**src/rtl/cnn_pkg.sv**
```systemverilog
// Shared types and default geometry for the convolution window controller.
package cnn_pkg;

    localparam int unsigned IMG_W_DEF   = 28;
    localparam int unsigned K_DEF       = 3;
    localparam int unsigned OUT_W_DEF   = IMG_W_DEF - K_DEF + 1;
    localparam int unsigned ADDR_W_DEF  = 10;
    localparam int unsigned WADDR_W_DEF = 4;

    // Controller sequence: one window is CLR, K*K x MAC, DRAIN, WRITE.
    typedef enum logic [2:0] {
        StIdle  = 3'd0,
        StClr   = 3'd1,
        StMac   = 3'd2,
        StDrain = 3'd3,
        StWrite = 3'd4,
        StDone  = 3'd5
    } state_e;

    // Valid (no-padding) output width for a square image and kernel.
    function automatic int unsigned out_w(input int unsigned img_w, input int unsigned k);
        return img_w - k + 1;
    endfunction

endpackage

```
**src/rtl/window_addr_gen.sv**
```systemverilog
// Window/tap counters and memory address generation for conv_window_ctrl.
module window_addr_gen
    import cnn_pkg::*;
#(
    parameter int unsigned IMG_W   = IMG_W_DEF,
    parameter int unsigned K       = K_DEF,
    parameter int unsigned ADDR_W  = ADDR_W_DEF,
    parameter int unsigned WADDR_W = WADDR_W_DEF
) (
    input  logic               clk,
    input  logic               rst,
    input  logic               win_clr_i,   // restart at window (0,0)
    input  logic               tap_clr_i,   // restart at tap (0,0)
    input  logic               tap_adv_i,   // step to next tap, kc fastest
    input  logic               win_adv_i,   // step to next window, col fastest
    input  logic               addr_en_i,   // drive image/weight addresses
    input  logic               out_en_i,    // drive output address
    output logic [ADDR_W-1:0]  img_addr_o,
    output logic [WADDR_W-1:0] wgt_addr_o,
    output logic [ADDR_W-1:0]  out_addr_o,
    output logic               last_tap_o,
    output logic               last_win_o
);

    localparam int unsigned        OUT_W    = out_w(IMG_W, K);
    localparam logic [ADDR_W-1:0]  OutLast  = ADDR_W'(OUT_W - 1);
    localparam logic [WADDR_W-1:0] KLast    = WADDR_W'(K - 1);
    localparam logic [ADDR_W-1:0]  ImgWidth = ADDR_W'(IMG_W);
    localparam logic [ADDR_W-1:0]  OutWidth = ADDR_W'(OUT_W);
    localparam logic [WADDR_W-1:0] KWidth   = WADDR_W'(K);

    logic [ADDR_W-1:0]  row_q, row_d, col_q, col_d;
    logic [WADDR_W-1:0] kr_q, kr_d, kc_q, kc_d;

    logic [ADDR_W-1:0]  pix_row, pix_col, img_lin, out_lin;
    logic [WADDR_W-1:0] wgt_lin;

    // Tap counter next state: kc wraps into kr, kr wraps to 0 after the last tap.
    always_comb begin
        kr_d = kr_q;
        kc_d = kc_q;
        if (tap_clr_i) begin
            kr_d = '0;
            kc_d = '0;
        end else if (tap_adv_i) begin
            if (kc_q == KLast) begin
                kc_d = '0;
                kr_d = (kr_q == KLast) ? '0 : kr_q + 1'b1;
            end else begin
                kc_d = kc_q + 1'b1;
            end
        end
    end

    // Window counter next state: col wraps into row, row wraps after the last window.
    always_comb begin
        row_d = row_q;
        col_d = col_q;
        if (win_clr_i) begin
            row_d = '0;
            col_d = '0;
        end else if (win_adv_i) begin
            if (col_q == OutLast) begin
                col_d = '0;
                row_d = (row_q == OutLast) ? '0 : row_q + 1'b1;
            end else begin
                col_d = col_q + 1'b1;
            end
        end
    end

    // Counter registers, cleared asynchronously by rst.
    always_ff @(posedge clk or posedge rst) begin
        if (rst) begin
            row_q <= '0;
            col_q <= '0;
            kr_q  <= '0;
            kc_q  <= '0;
        end else begin
            row_q <= row_d;
            col_q <= col_d;
            kr_q  <= kr_d;
            kc_q  <= kc_d;
        end
    end

    // Linear addresses, unsigned at bus width; gated to zero when not being issued.
    always_comb begin
        pix_row    = row_q + ADDR_W'(kr_q);
        pix_col    = col_q + ADDR_W'(kc_q);
        img_lin    = pix_row * ImgWidth + pix_col;
        out_lin    = row_q * OutWidth + col_q;
        wgt_lin    = kr_q * KWidth + kc_q;
        img_addr_o = addr_en_i ? img_lin : '0;
        wgt_addr_o = addr_en_i ? wgt_lin : '0;
        out_addr_o = out_en_i ? out_lin : '0;
        last_tap_o = (kr_q == KLast) && (kc_q == KLast);
        last_win_o = (row_q == OutLast) && (col_q == OutLast);
    end

endmodule

```
**src/rtl/conv_window_ctrl.sv**
```systemverilog
// Sequencer for a valid-mode KxK convolution pass over a square image.
// Issues one tap address per cycle; acc_ld trails the address by one cycle
// to match the one-cycle read latency of the image and weight memories.
module conv_window_ctrl
    import cnn_pkg::*;
#(
    parameter int unsigned IMG_W   = IMG_W_DEF,
    parameter int unsigned K       = K_DEF,
    parameter int unsigned ADDR_W  = ADDR_W_DEF,
    parameter int unsigned WADDR_W = WADDR_W_DEF
) (
    input  logic               clk,
    input  logic               rst,
    input  logic               start,
    output logic               ready,
    output logic [ADDR_W-1:0]  img_addr,
    output logic [WADDR_W-1:0] wgt_addr,
    output logic               acc_clr,
    output logic               acc_ld,
    output logic               out_ld,
    output logic [ADDR_W-1:0]  out_addr,
    output logic               done
);

    state_e state_q, state_d;
    logic   acc_ld_q;

    logic win_clr, tap_clr, tap_adv, win_adv, addr_en, out_en;
    logic last_tap, last_win;

    // Next-state and strobe decode; start is only looked at in StIdle.
    always_comb begin
        state_d = state_q;
        ready   = 1'b0;
        acc_clr = 1'b0;
        out_ld  = 1'b0;
        done    = 1'b0;
        win_clr = 1'b0;
        tap_clr = 1'b0;
        tap_adv = 1'b0;
        win_adv = 1'b0;
        addr_en = 1'b0;
        out_en  = 1'b0;
        unique case (state_q)
            StIdle: begin
                ready = 1'b1;
                if (start) begin
                    win_clr = 1'b1;
                    state_d = StClr;
                end
            end
            StClr: begin
                acc_clr = 1'b1;
                tap_clr = 1'b1;
                state_d = StMac;
            end
            StMac: begin
                addr_en = 1'b1;
                tap_adv = 1'b1;
                if (last_tap) begin
                    state_d = StDrain;
                end
            end
            StDrain: begin
                // Final tap's data arrives here; acc_ld_q covers it.
                state_d = StWrite;
            end
            StWrite: begin
                out_ld  = 1'b1;
                out_en  = 1'b1;
                win_adv = 1'b1;
                state_d = last_win ? StDone : StClr;
            end
            StDone: begin
                done    = 1'b1;
                state_d = StIdle;
            end
            default: begin
                state_d = StIdle;
            end
        endcase
    end

    // State register and the delayed tap-issue strobe.
    always_ff @(posedge clk or posedge rst) begin
        if (rst) begin
            state_q  <= StIdle;
            acc_ld_q <= 1'b0;
        end else begin
            state_q  <= state_d;
            acc_ld_q <= (state_q == StMac);
        end
    end

    assign acc_ld = acc_ld_q;

    window_addr_gen #(
        .IMG_W   (IMG_W),
        .K       (K),
        .ADDR_W  (ADDR_W),
        .WADDR_W (WADDR_W)
    ) u_addr_gen (
        .clk        (clk),
        .rst        (rst),
        .win_clr_i  (win_clr),
        .tap_clr_i  (tap_clr),
        .tap_adv_i  (tap_adv),
        .win_adv_i  (win_adv),
        .addr_en_i  (addr_en),
        .out_en_i   (out_en),
        .img_addr_o (img_addr),
        .wgt_addr_o (wgt_addr),
        .out_addr_o (out_addr),
        .last_tap_o (last_tap),
        .last_win_o (last_win)
    );

endmodule
```
**config.mk**
```make
export PLATFORM = sky130hd
export DESIGN_NAME = conv_window_ctrl
export DESIGN_NICKNAME = d
export VERILOG_FILES = /design/src/rtl/cnn_pkg.sv /design/src/rtl/window_addr_gen.sv /design/src/rtl/conv_window_ctrl.sv
export SDC_FILE = /design/constraint.sdc
export NUM_CORES = 1
export LEC_CHECK = 0
export BUFFER_PORTS_ARGS = -buffer_cell sky130_fd_sc_hd__buf_2
export CAP_MARGIN = 30
export CORE_MARGIN = 1.5
export CORE_UTILIZATION = 66
export CTS_CLUSTER_DIAMETER = 80
export DETAILED_ROUTE_END_ITERATION = 10
export PLACE_DENSITY = 0.88
export SLEW_MARGIN = 20
export SYNTH_ARGS = -nofsm -noshare
export SYNTH_HDL_FRONTEND = slang
export SYNTH_SLANG_ARGS = --single-unit
export TNS_END_PERCENT = 100
```
**constraint.sdc**
```tcl
create_clock -name clk -period 8.55 [get_ports clk]
set_clock_uncertainty 0.1 [all_clocks]
set_input_delay 0.4275 -clock clk [delete_from_list [all_inputs] [get_ports clk]]
set_output_delay 0.4275 -clock clk [all_outputs]
set_load 0.005 [all_outputs]
```
==> flow_summary.rst, run 1 <==
.. list-table::
   :header-rows: 1

   * - Metric
     - Value
   * - Sink count of the clock tree
     - 32
   * - Routed wire length
     - 8400 um
   * - All-layer global routing usage
     - 0.301
   * - Fmax
     - 176 MHz
   * - GRT overflow
     - 0
   * - Arrival time at the worst endpoint
     - 5.15 ns
   * - DR vias
     - 3085
   * - Synth cell types
     - 45
   * - Fin crit period
     - 5.68 ns
   * - Net switching share of the total power
     - 0.205
   * - Number of routed nets with antenna violations
     - 0
   * - Worst hold slack
     - 0.111 ns
   * - Average vias per placed instance
     - 5.88
   * - Synth-to-Final Area Change
     - 8.96%
   * - Net count after synthesis
     - 500
   * - Number of post-CTS setup repair buffers
     - 0
   * - Worst-margin pin slew
     - 0.605 ns
   * - CP max FO
     - 9
   * - Worst Setup End Kind
     - output pin
   * - Register clock-pin slew on the reported worst setup and hold paths
     - 0.08 ns
   * - Wire length of the first global-routing pass
     - 14300 um
   * - Later-pin clock latency in the skew report
     - 0.29 ns
   * - Number of top-level pins
     - 32
   * - Per-instance average area after synthesis
     - 8.83 sq um
   * - Chip Height
     - 77.9 um
   * - Maximum number of pins on one net before global-route repair
     - 33
   * - Total count of max-transition violations in the final report
     - 0
   * - CTS H-Tree Depth
     - 2
   * - Site Rows
     - 27
   * - Number of global-route vias before repair
     - 3163
   * - Status
     - finished, final reports clean
   * - Width of the chip
     - 77.9 um
   * - Unrepaired setup endpoints after global routing
     - false
   * - Type of the setup path with the least slack
     - reg2out
   * - Share of flip-flops with an asynchronous set or reset after synthesis
     - 1.00
   * - Internal power summed over all cells
     - 238 uW
   * - Antenna violations before repair
     - 0
   * - Total power density per cell area
     - 74.4 nW/um^2
   * - CP Data Required Time
     - 8.02 ns
   * - Number of DRC markers in iteration 0
     - 191
   * - Hold-fix buffers at CTS
     - 0
   * - Proportion of synthesized chip area in sequential cells
     - 0.216
   * - Setup TNS
     - 0 ns
   * - Mapped Cells
     - 419
   * - Overall die area
     - 6070 sq um
   * - Largest vdd supply drop
     - 0.109 mV
   * - Classification of the worst-slack hold path
     - in2async
   * - GP Congestion
     - 0.936
   * - Post-CTS Resized
     - 0
   * - Fraction of power consumed by the clock network
     - 0.483
   * - Final Net Count
     - 533
   * - Antenna cell count
     - 0
   * - Fraction of final layout cells with drive strength greater than 1
     - 0.0971
   * - Buffers from clock root to sink, at most
     - 2
   * - Most used flip-flop cell after synthesis
     - dfrtp_1
   * - Post-synth design cell area
     - 3700 sq um
   * - CP startpoint kind
     - flip-flop
   * - Final Cycle Share
     - 0.664
   * - Area of the core region
     - 5470 sq um
   * - Leakage power of the design
     - 0.00227 uW
   * - Filler cells
     - 393
   * - Count of unresolved DRC violations after routing
     - 0
   * - Hold Fails Final Rpt
     - 0
   * - Clock tree from TritonCTS
     - yes
   * - Drt first pass iters
     - 5
   * - Initial Util
     - 0.676
   * - Number of flip-flops and latches in the synthesized netlist
     - 32
   * - CTS root buffer
     - clkbuf_8
   * - CTS Buf Count
     - 5
   * - Relative slew slack
     - 0.597
   * - Detailed Place HPWL
     - 6700 um
   * - Flop pwr share
     - 0.504
   * - Max Cap Viol
     - 0
   * - Number of enable flip-flop cells after synthesis
     - 0
   * - Post-layout power
     - 300 uW
   * - Logic pwr share
     - 0.013
   * - Net load switching power
     - 61.6 uW
   * - Final Setup Violations
     - 0
   * - Warning count from the yosys run
     - 0
   * - DR WL/cell
     - 16.0 um
   * - Number of buffers added on ports
     - 31
## worst max-delay path: stages (launching register included)
cell	delay (ns)
dfrtp_1	0.50
ha_1	0.30
fa_1	0.41
xor2_1	0.46
fa_1	0.52
ha_1	0.24
fa_1	0.43
a21o_1	0.18
a21oi_1	0.17
xnor2_1	0.14
ha_1	0.25
ha_1	0.22
or4_1	0.39
o21ai_0	0.20
xnor3_1	0.24
nor2_1	0.09
buf_2	0.12
## registers in the layout (all words and copies together) (netlist names)
signal            flops
acc_ld                1
state_q               3
u_addr_gen.col_q     10
u_addr_gen.kc_q       4
u_addr_gen.kr_q       4
u_addr_gen.row_q     10
## cell usage in the layout, fill, tap and decap left out, types with 6 or more instances in the layout
| master | count |
|---|---|
| nand3_1 | 6 |
| ha_1 | 62 |
| fa_1 | 16 |
| and3_1 | 9 |
| o31ai_1 | 6 |
| and2_1 | 12 |
| nor2_1 | 24 |
| inv_1 | 56 |
| nand2_1 | 32 |
| xor2_1 | 14 |
| buf_2 | 31 |
| dfrtp_1 | 32 |
| o21ai_0 | 26 |
| xnor2_1 | 27 |
| nand4_1 | 8 |
| a21o_1 | 14 |
| a21oi_1 | 20 |
## final timing paths
path | cells after the start | start | slack, ns | to
worst min register to register | 1 | u_addr_gen.row_q[9] | 0.39 | u_addr_gen.row_q[9]
worst max register to register | 8 | u_addr_gen.row_q[5] | 6.07 | u_addr_gen.row_q[6]
min in group clk | 2 | start | 0.25 | u_addr_gen.col_q[6]
worst max-delay path | 16 | u_addr_gen.kr_q[0] | 2.87 | img_addr[9]
max in group asynchronous | 3 | rst | 7.94 | u_addr_gen.col_q[3]
worst min-delay path | 3 | rst | 0.11 | u_addr_gen.kr_q[0]
## metrics by stage
step / util / cells / cell area, sq um / setup slack [ns]
after floorplan: - / 419 / 3700 / 3.66
after global placement: 0.717 / 517 / 3930 / 3.44
after detailed placement: 0.717 / 517 / 3930 / 3.19
after CTS: 0.737 / 525 / 4030 / 2.86
after global routing: 0.737 / 525 / 4030 / 2.59
final: 0.737 / 525 / 4030 / 2.87
## area by class of cell
type / count / area [sq um] / area share
flip-flops and latches: 32 / 801 / 0.199
well taps: 72 / 90.1 / 0.0223
inverters: 57 / 214 / 0.0531
clock buffers: 6 / 72.6 / 0.0180
repair buffers: 32 / 163 / 0.0403
clock inverters: 2 / 35.0 / 0.00869
multi-input cells: 324 / 2660 / 0.659
## synth_stat cells (2+ instances only)
cell type	instances	area [sq um]
nand2b_1	5	31.3
clkbuf_1	3	11.3
and3_1	9	56.3
mux2i_1	2	20.0
a31oi_1	2	12.5
or4_1	2	15.0
xnor3_1	3	67.6
o31ai_1	6	45.0
a21o_1	14	105
o41ai_1	2	17.5
nor3_1	5	25.0
nor2b_1	4	25.0
ha_1	62	776
buf_2	2	10.0
inv_1	56	210
nor2_1	24	90.1
o21ai_1	2	10.0
nand3_1	6	30.0
nand2_1	32	120
xnor2_1	27	236
fa_1	16	320
dfrtp_1	32	801
o21ai_0	26	130
a21oi_1	20	100
xor2_1	14	123
o21a_1	2	15.0
o21bai_1	5	37.5
and2_1	12	75.1
nand4_1	8	50.1
## power by group through the flow
stage | sequential [uW] | combinational [uW] | clock [uW]
after global placement | 154 | 3.95 | 0
final | 151 | 3.80 | 145
after floorplan | 154 | 2.25 | 0
after global routing | 151 | 4.58 | 152
after detailed placement | 154 | 4.06 | 0
after CTS | 151 | 4.05 | 145
## kinds of logic after synthesis
family / count (synthesis) / share of synthesized area
AND/OR/NAND/NOR: 115 / 0.157
AO/OA/AOI/OAI: 84 / 0.140
adder cells (fa/ha/maj): 78 / 0.296
buffers and inverters: 63 / 0.0656
XOR/XNOR: 45 / 0.120
flip-flops: 32 / 0.216
multiplexers: 2 / 0.00541
## metal layers
layer | global-route usage | routed length, um | vias up
met5 | 0 | 0 | -
met4 | 0.104 | 241 | 0
met3 | 0.0541 | 493 | 25
met2 | 0.526 | 4270 | 110
met1 | 0.370 | 3390 | 1461
li1 | - | - | 1489
Power figures use the tool's default switching activity.
==> run 2: changes to the inputs <==
--- a/config.mk
+++ b/config.mk
@@ -8,10 +8,10 @@
 export BUFFER_PORTS_ARGS = -buffer_cell sky130_fd_sc_hd__buf_2
 export CAP_MARGIN = 30
 export CORE_MARGIN = 1.5
-export CORE_UTILIZATION = 66
+export CORE_UTILIZATION = 61
 export CTS_CLUSTER_DIAMETER = 80
 export DETAILED_ROUTE_END_ITERATION = 10
-export PLACE_DENSITY = 0.88
+export PLACE_DENSITY = 0.82
 export SLEW_MARGIN = 20
 export SYNTH_ARGS = -nofsm -noshare
 export SYNTH_HDL_FRONTEND = slang
==> constraint.sdc (replaced) <==
create_clock -name clk -period 5.77 [get_ports clk]
set_clock_uncertainty 0.1 [all_clocks]
set_input_delay 0.2885 -clock clk [delete_from_list [all_inputs] [get_ports clk]]
set_output_delay 0.2885 -clock clk [all_outputs]
set_load 0.005 [all_outputs]
==> run 2 against run 1 <==
Sequential cell count stayed put. Count of clock-buffer cells in the layout increased by 1. Wire length shrank 3.1%. First-iteration DRC count decreased by 25%. Non-clock buffer count grew 1. Combinational power increased by 64%. Critical path type unchanged. Clock power grew 30%. Setup slack worse by 2.5 ns. Highest routed layer unchanged. Register-to-register slack worse by 2.8 ns. Global-route usage down 2.6 points. Critical path depth unchanged. Sequential power increased by 48%.
==> flow_summary.rst, run 2 (same netlist as run 1, synthesis figures left out) <==
.. list-table::
   :header-rows: 1

   * - Metric
     - Value
   * - Number of top-level pins
     - 32 (unchanged)
   * - All-layer global routing usage
     - 0.274 (-0.0264)
   * - Post-Layout Cell Count
     - 529 (+0.76%)
   * - Final Net Count
     - 534 (+0.19%)
   * - Number of post-CTS setup repair buffers
     - 0 (unchanged)
   * - Clock tree from TritonCTS
     - yes
   * - Synth-to-Final Area Change
     - 8.96% (unchanged)
   * - Worst Setup End Kind
     - output pin
   * - Sink count of the clock tree
     - 32 (unchanged)
   * - Unrepaired setup endpoints after global routing
     - false
   * - Final Setup Violations
     - 0 (unchanged)
   * - Critical-path top delay cell
     - fa_1
   * - Maximum number of pins on one net before global-route repair
     - 33 (unchanged)
   * - Number of global-route vias before repair
     - 2920 (-7.7%)
   * - Drt first pass iters
     - 4 (-1)
   * - Total count of max-transition violations in the final report
     - 0 (unchanged)
   * - Type of the setup path with the least slack
     - reg2out
   * - Register clock-pin slew on the reported worst setup and hold paths
     - 0.07 ns (about the same)
   * - Critical Path, Cell by Cell
     - ha_1 -> fa_1 -> xor2_1 -> fa_1 -> ha_1 -> fa_1 -> a21o_1 -> a21oi_1 -> xnor2_1 -> ha_1 -> ha_1 -> or4_1 -> o21ai_0 -> xnor3_1 -> nor2_1 -> buf_2
   * - Net load switching power
     - 95.7 uW (+55%)
   * - Number of DRC markers in iteration 0
     - 143 (-25%)
   * - Fraction of final layout cells with drive strength greater than 1
     - 0.0969 (-0.000214)
   * - Routed wire length
     - 8140 um (-3.1%)
   * - GP Congestion
     - 0.947 (+1.2%)
   * - Antenna cell count
     - 0 (unchanged)
   * - Site Rows
     - 28 (+3.7%)
   * - Status
     - finished, final reports clean
   * - Hold Fails Final Rpt
     - 0 (unchanged)
   * - DP Cell Count
     - 520 (+0.58%)
   * - Layer with the highest usage after global routing
     - met2
   * - Met3 GRT Util
     - 0.0438 (-0.0103)
   * - Longest individual stage delay on the worst path
     - 0.51 ns (about the same)
   * - Filler cells
     - 483 (+23%)
   * - Average vias per placed instance
     - 5.72 (-2.7%)
   * - CTS Buf Count
     - 5 (unchanged)
   * - Number of routed nets with antenna violations
     - 0 (unchanged)
   * - Cell with the most instances on the worst path
     - ha_1
   * - Leading cell type in the layout, fill and taps excluded
     - ha_1
   * - GRT overflow
     - 0 (unchanged)
   * - Fraction of power consumed by the clock network
     - 0.449 (-0.034)
   * - Setup TNS
     - 0 ns (unchanged)
   * - Internal power summed over all cells
     - 323 uW (+35%)
   * - Flop pwr share
     - 0.536 (+0.032)
   * - Later-pin clock latency in the skew report
     - 0.30 ns (about the same)
   * - Pre-CTS worst setup slack
     - 0.644 ns (-2.55 ns)
   * - Multi-input combinational cell area
     - 2660 sq um (unchanged)
   * - Classification of the worst-slack hold path
     - in2reg
   * - Post-layout power
     - 418 uW (+39%)
   * - Antenna violations before repair
     - 0 (unchanged)
   * - Leading registers by flop count
     - u_addr_gen.col_q: 10 flops, u_addr_gen.row_q: 10 flops
   * - Arrival time at the worst endpoint
     - 5.06 ns (-0.09 ns)
   * - Worst-margin pin slew
     - 0.519 ns (-0.0855 ns)
   * - CP startpoint kind
     - flip-flop
   * - Buffers from clock root to sink, at most
     - 2 (unchanged)
   * - Overall die area
     - 6540 sq um (+7.9%)
   * - CTS H-Tree Depth
     - 2 (unchanged)
   * - Leakage power of the design
     - 0.00227 uW (-0.29%)
   * - Initial Util
     - 0.629 (-0.0474)
   * - Logic pwr share
     - 0.015 (+0.002)
   * - DR WL/cell
     - 15.4 um (-3.8%)
   * - Highest-count cells in the layout ignoring fill and taps
     - ha_1 (62), inv_1 (56), nand2_1 (32), dfrtp_1 (32), buf_2 (31)
   * - Net switching share of the total power
     - 0.229 (+0.0235)
   * - Global-route track usage on met1
     - 0.360 (-0.00980)
   * - Setup ws final
     - 0.325 ns (-2.55 ns)
   * - Detailed Place HPWL
     - 6500 um (-2.9%)
   * - CP max FO
     - 9 (unchanged)
   * - Total power density per cell area
     - 104 nW/um^2 (+39%)
   * - Fin crit period
     - 5.45 ns
   * - CP Data Required Time
     - 5.38 ns (-2.64 ns)
   * - Fmax
     - 184 MHz
   * - Relative slew slack
     - 0.654 (+0.0570)
   * - Number of buffers added on ports
     - 31 (unchanged)
   * - Largest vdd supply drop
     - 0.125 mV (+14%)
   * - CTS root buffer
     - clkbuf_8
   * - DR vias
     - 3025 (-1.9%)
   * - Area used by sequential logic in the layout
     - 801 sq um (unchanged)
   * - Final Cycle Share
     - 0.944
   * - Met2 demand-to-capacity share in global routing
     - 0.462 (-0.0644)
   * - Area of the core region
     - 5890 sq um (+7.5%)
   * - Width of the chip
     - 80.9 um (+3.9%)
   * - Count of unresolved DRC violations after routing
     - 0 (unchanged)
   * - Worst hold slack
     - 0.0976 ns (-0.0136 ns)
   * - Wire length of the first global-routing pass
     - 13700 um (-4.3%)
   * - Chip Height
     - 80.9 um (+3.9%)
   * - Max Cap Viol
     - 0 (unchanged)
[run 2: what timing repair did]
item	4_1_cts	5_1_grt
endpoints found under the hold margin	32	0
hold buffers	1	0
gates resized for setup	0	0
[run 2: power groups by stage]
stage	registers [uW]	logic (uW)	clock network, uW
floorplan	229	3.33	0
finish	224	6.24	188
global route	224	7.58	202
CTS	224	6.57	189
global placement	229	5.90	0
detailed placement	229	6.05	0
[run 2: final cells by class]
| cell class | count | area share |
|---|---|---|
| Clock buffer | 7 | 0.0214 |
| Clock inverter | 1 | 0.00186 |
| Inverter | 57 | 0.0531 |
| Multi-Input combinational cell | 324 | 0.659 |
| Sequential cell | 32 | 0.199 |
| Tap cell | 75 | 0.0233 |
| Timing Repair Buffer | 33 | 0.0428 |
[run 2: worst paths after layout]
| kind | start | end | slack, ns | depth (start not counted) |
|---|---|---|---|---|
| worst max-delay path | u_addr_gen.kr_q[0] | img_addr[9] | 0.32 | 16 |
| worst min-delay path | start | u_addr_gen.col_q[6] | 0.1 | 2 |
| worst max register to register | u_addr_gen.row_q[5] | u_addr_gen.row_q[6] | 3.30 | 8 |
| worst min register to register | u_addr_gen.row_q[9] | u_addr_gen.row_q[9] | 0.42 | 1 |
| max in group asynchronous | rst | u_addr_gen.col_q[6] | 4.75 | 4 |
| min in group asynchronous | rst | u_addr_gen.row_q[6] | 0.52 | 4 |
[run 2: through the flow]
step / instance area, sq um / util
2_1_floorplan: 3700 / -
3_3_place_gp: 3930 / 0.668
3_5_place_dp: 3930 / 0.668
4_1_cts: 4030 / 0.685
5_1_grt: 4030 / 0.685
6_report: 4030 / 0.685
[run 2: per-layer routing]
metal | share of wire | vias up
met5 | 0 | -
met4 | 0.024 | 0
met3 | 0.037 | 17
met2 | 0.49 | 81
met1 | 0.45 | 1442
li1 | - | 1485
[run 2: worst max-delay path: cells and delay by family (launching register included)]
family / cells / cell delay, ns
DFF: 1 / 0.49
AOI/OAI and AO/OA: 3 / 0.53
buffers and inverters: 1 / 0.12
xor gates and xnor gates: 3 / 0.80
adders and majority gates: 7 / 2.35
and+or+nand+nor: 2 / 0.47
==> run 3: changes to the inputs <==
--- a/config.mk
+++ b/config.mk
@@ -7,11 +7,13 @@
 export LEC_CHECK = 0
 export BUFFER_PORTS_ARGS = -buffer_cell sky130_fd_sc_hd__buf_2
 export CAP_MARGIN = 30
+export CORE_ASPECT_RATIO = 0.7
 export CORE_MARGIN = 1.5
-export CORE_UTILIZATION = 61
+export CORE_UTILIZATION = 63
+export CTS_BUF_LIST = sky130_fd_sc_hd__clkbuf_8
 export CTS_CLUSTER_DIAMETER = 80
 export DETAILED_ROUTE_END_ITERATION = 10
-export PLACE_DENSITY = 0.82
+export PLACE_DENSITY = 0.85
 export SLEW_MARGIN = 20
 export SYNTH_ARGS = -nofsm -noshare
 export SYNTH_HDL_FRONTEND = slang
==> run 3 against run 2 <==
Cell count did not move. Wire length rose by 4.4%. Critical path type unchanged. Non-clock buffer count did not move. Die area fell by 2.9%. Global-route usage rose by 0.88 points. Combinational power barely moved. Count of clock-buffer cells in the layout fell by 2. Sequential share of layout area fell by 0.068 points. First-iteration DRC count rose by 77%. Total power rose by 5.9%. Maximum frequency fell by 1.7%.
==> flow_summary.rst, run 3 (same netlist as run 1, synthesis figures left out) <==
.. list-table::
   :header-rows: 1

   * - Metric
     - Value
   * - Status
     - finished, final reports clean
   * - Overall die area
     - 6350 sq um (-2.9%)
   * - DR WL/cell
     - 16.1 um (+4.4%)
   * - Fraction of power consumed by the clock network
     - 0.480 (+0.031)
   * - Drt first pass iters
     - 5 (+1)
   * - Longest individual stage delay on the worst path
     - 0.51 ns (about the same)
   * - All-layer global routing usage
     - 0.283 (+0.00885)
   * - Cell with the most instances on the worst path
     - ha_1
   * - GRT overflow
     - 0 (unchanged)
   * - CTS H-Tree Depth
     - 2 (unchanged)
   * - CP Buf/Inv Count
     - 1 (unchanged)
   * - Number of DRC markers in iteration 0
     - 253 (+77%)
   * - CTS Buf Count
     - 5 (unchanged)
   * - Largest vdd supply drop
     - 0.0961 mV (-23%)
   * - Later-pin clock latency in the skew report
     - 0.29 ns (about the same)
   * - Number of routed nets with antenna violations
     - 0 (unchanged)
   * - Count of unresolved DRC violations after routing
     - 0 (unchanged)
   * - Hold-fix buffers at CTS
     - 1 (unchanged)
   * - Utilization after layout
     - 0.710 (+0.0250)
   * - CP startpoint kind
     - flip-flop
   * - Flop pwr share
     - 0.506 (-0.030)
   * - Highest-count cells in the layout ignoring fill and taps
     - ha_1 (62), inv_1 (57), nand2_1 (32), dfrtp_1 (32), buf_2 (31)
   * - Routed wire length
     - 8500 um (+4.4%)
   * - Placed Area
     - 3930 sq um (unchanged)
   * - Area of the core region
     - 5700 sq um (-3.2%)
   * - Post-layout power
     - 443 uW (+5.9%)
   * - Setup TNS
     - 0 ns (unchanged)
   * - Worst Setup End Kind
     - output pin
   * - Width of the chip
     - 94.6 um (+17%)
   * - Buffers from clock root to sink, at most
     - 2 (unchanged)
   * - Hold Fails Final Rpt
     - 0 (unchanged)
   * - Number of global-route vias before repair
     - 2961 (+1.4%)
   * - CTS root buffer
     - clkbuf_8
   * - Number of buffers added on ports
     - 31 (unchanged)
   * - Classification of the worst-slack hold path
     - in2reg
   * - Sink count of the clock tree
     - 32 (unchanged)
   * - Register clock-pin slew on the reported worst setup and hold paths
     - 0.07 ns (about the same)
   * - Maximum number of pins on one net before global-route repair
     - 33 (unchanged)
   * - Site Rows
     - 23 (-18%)
   * - GP Congestion
     - 0.931 (-1.8%)
   * - Leading cell type in the layout, fill and taps excluded
     - ha_1
   * - DR vias
     - 3081 (+1.9%)
   * - Internal power summed over all cells
     - 352 uW (+9.1%)
   * - Net load switching power
     - 91.1 uW (-4.8%)
   * - Final Setup Violations
     - 0 (unchanged)
   * - Max Cap Viol
     - 0 (unchanged)
   * - Fraction of final layout cells with drive strength greater than 1
     - 0.0969 (unchanged)
   * - Initial Util
     - 0.650 (+0.0207)
   * - Leakage power of the design
     - 0.00228 uW (+0.66%)
   * - Unrepaired setup endpoints after global routing
     - false
   * - Total power density per cell area
     - 110 nW/um^2 (+5.6%)
   * - Net switching share of the total power
     - 0.206 (-0.0232)
   * - Filler cells
     - 410 (-15%)
   * - Detailed Place HPWL
     - 6690 um (+2.8%)
   * - Number of top-level pins
     - 32 (unchanged)
   * - CP max FO
     - 9 (unchanged)
   * - Critical-path top delay cell
     - dfrtp_1
   * - Final Cycle Share
     - 0.960 (+0.0166)
   * - Fin crit period
     - 5.54 ns (+0.0960 ns)
   * - Final cell area excluding filler cells
     - 4050 sq um (+0.34%)
   * - CP Data Required Time
     - 5.38 ns (about the same)
   * - Number of post-CTS setup repair buffers
     - 0 (unchanged)
   * - Total count of max-transition violations in the final report
     - 0 (unchanged)
   * - Fmax
     - 180 MHz (-1.7%)
   * - Synth-to-Final Area Change
     - 9.33%
   * - Arrival time at the worst endpoint
     - 5.15 ns (+0.09 ns)
   * - Clock tree from TritonCTS
     - yes
   * - Gate family responsible for the most delay along the worst path
     - adder cells
   * - Relative slew slack
     - 0.570 (-0.0841)
   * - Logic pwr share
     - 0.014 (about the same)
   * - Antenna cell count
     - 0 (unchanged)
   * - Post-CTS Resized
     - 0 (unchanged)
   * - Antenna violations before repair
     - 0 (unchanged)
   * - Final Net Count
     - 534 (unchanged)
   * - Type of the setup path with the least slack
     - reg2out
   * - Leading registers by flop count
     - u_addr_gen.col_q: 10 flops, u_addr_gen.row_q: 10 flops
   * - Wire length of the first global-routing pass
     - 13800 um (+0.80%)
   * - Chip Height
     - 67.1 um (-17%)
   * - Worst-margin pin slew
     - 0.646 ns (+0.126 ns)
   * - Average vias per placed instance
     - 5.82 (+1.9%)
   * - Critical Path, Cell by Cell
     - ha_1 -> fa_1 -> xor2_1 -> fa_1 -> ha_1 -> fa_1 -> a21o_1 -> a21oi_1 -> xnor2_1 -> ha_1 -> ha_1 -> or4_1 -> o21ai_0 -> xnor3_1 -> nor2_1 -> buf_2
-- run 3: final cells by class --
| class | instances | area (sq um) | share of cell area |
|---|---|---|---|
| Timing Repair Buffer | 33 | 173 | 0.0427 |
| Multi-Input combinational cell | 324 | 2660 | 0.657 |
| Clock buffer | 5 | 68.8 | 0.0170 |
| Tap cell | 75 | 93.8 | 0.0232 |
| Inverter | 57 | 214 | 0.0529 |
| Sequential cell | 32 | 801 | 0.198 |
| Clock inverter | 3 | 38.8 | 0.00959 |
-- run 3: worst paths after layout --
kind                                           from                  end  slack [ns]  cells after the start
worst max register to register  u_addr_gen.row_q[5]  u_addr_gen.row_q[6]        3.28                      8
worst min-delay path                          start  u_addr_gen.col_q[6]        0.11                      2
min in group asynchronous                       rst               acc_ld        0.52                      4
worst max-delay path             u_addr_gen.kr_q[0]          img_addr[9]        0.23                     16
max in group asynchronous                       rst  u_addr_gen.row_q[3]        4.74                      4
worst min register to register  u_addr_gen.row_q[9]  u_addr_gen.row_q[9]        0.40                      1
-- run 3: stage by stage --
step	setup WS, ns	hold slack (ns)	cells
floorplan	1.02	0.275	419
global placement	0.792	0.292	520
detailed placement	0.600	0.294	520
CTS	0.239	0.102	529
global route	0.0165	0.118	529
finish	0.229	0.107	529
-- run 3: metal layers --
layer,vias to the layer above,GRT usage,part of all wire
li1,1491,-,-
met1,1444,0.391,0.47
met2,126,0.442,0.44
met3,20,0.0628,0.067
met4,0,0.0933,0.019
met5,-,0,0
-- run 3: power by group through the flow --
stage | Clock, uW | Sequential [uW] | Combinational (uW)
floorplan | 0 | 229 | 3.33
global placement | 0 | 229 | 5.97
detailed placement | 0 | 229 | 6.08
CTS | 214 | 224 | 6.66
global route | 222 | 224 | 7.54
finish | 213 | 224 | 6.22
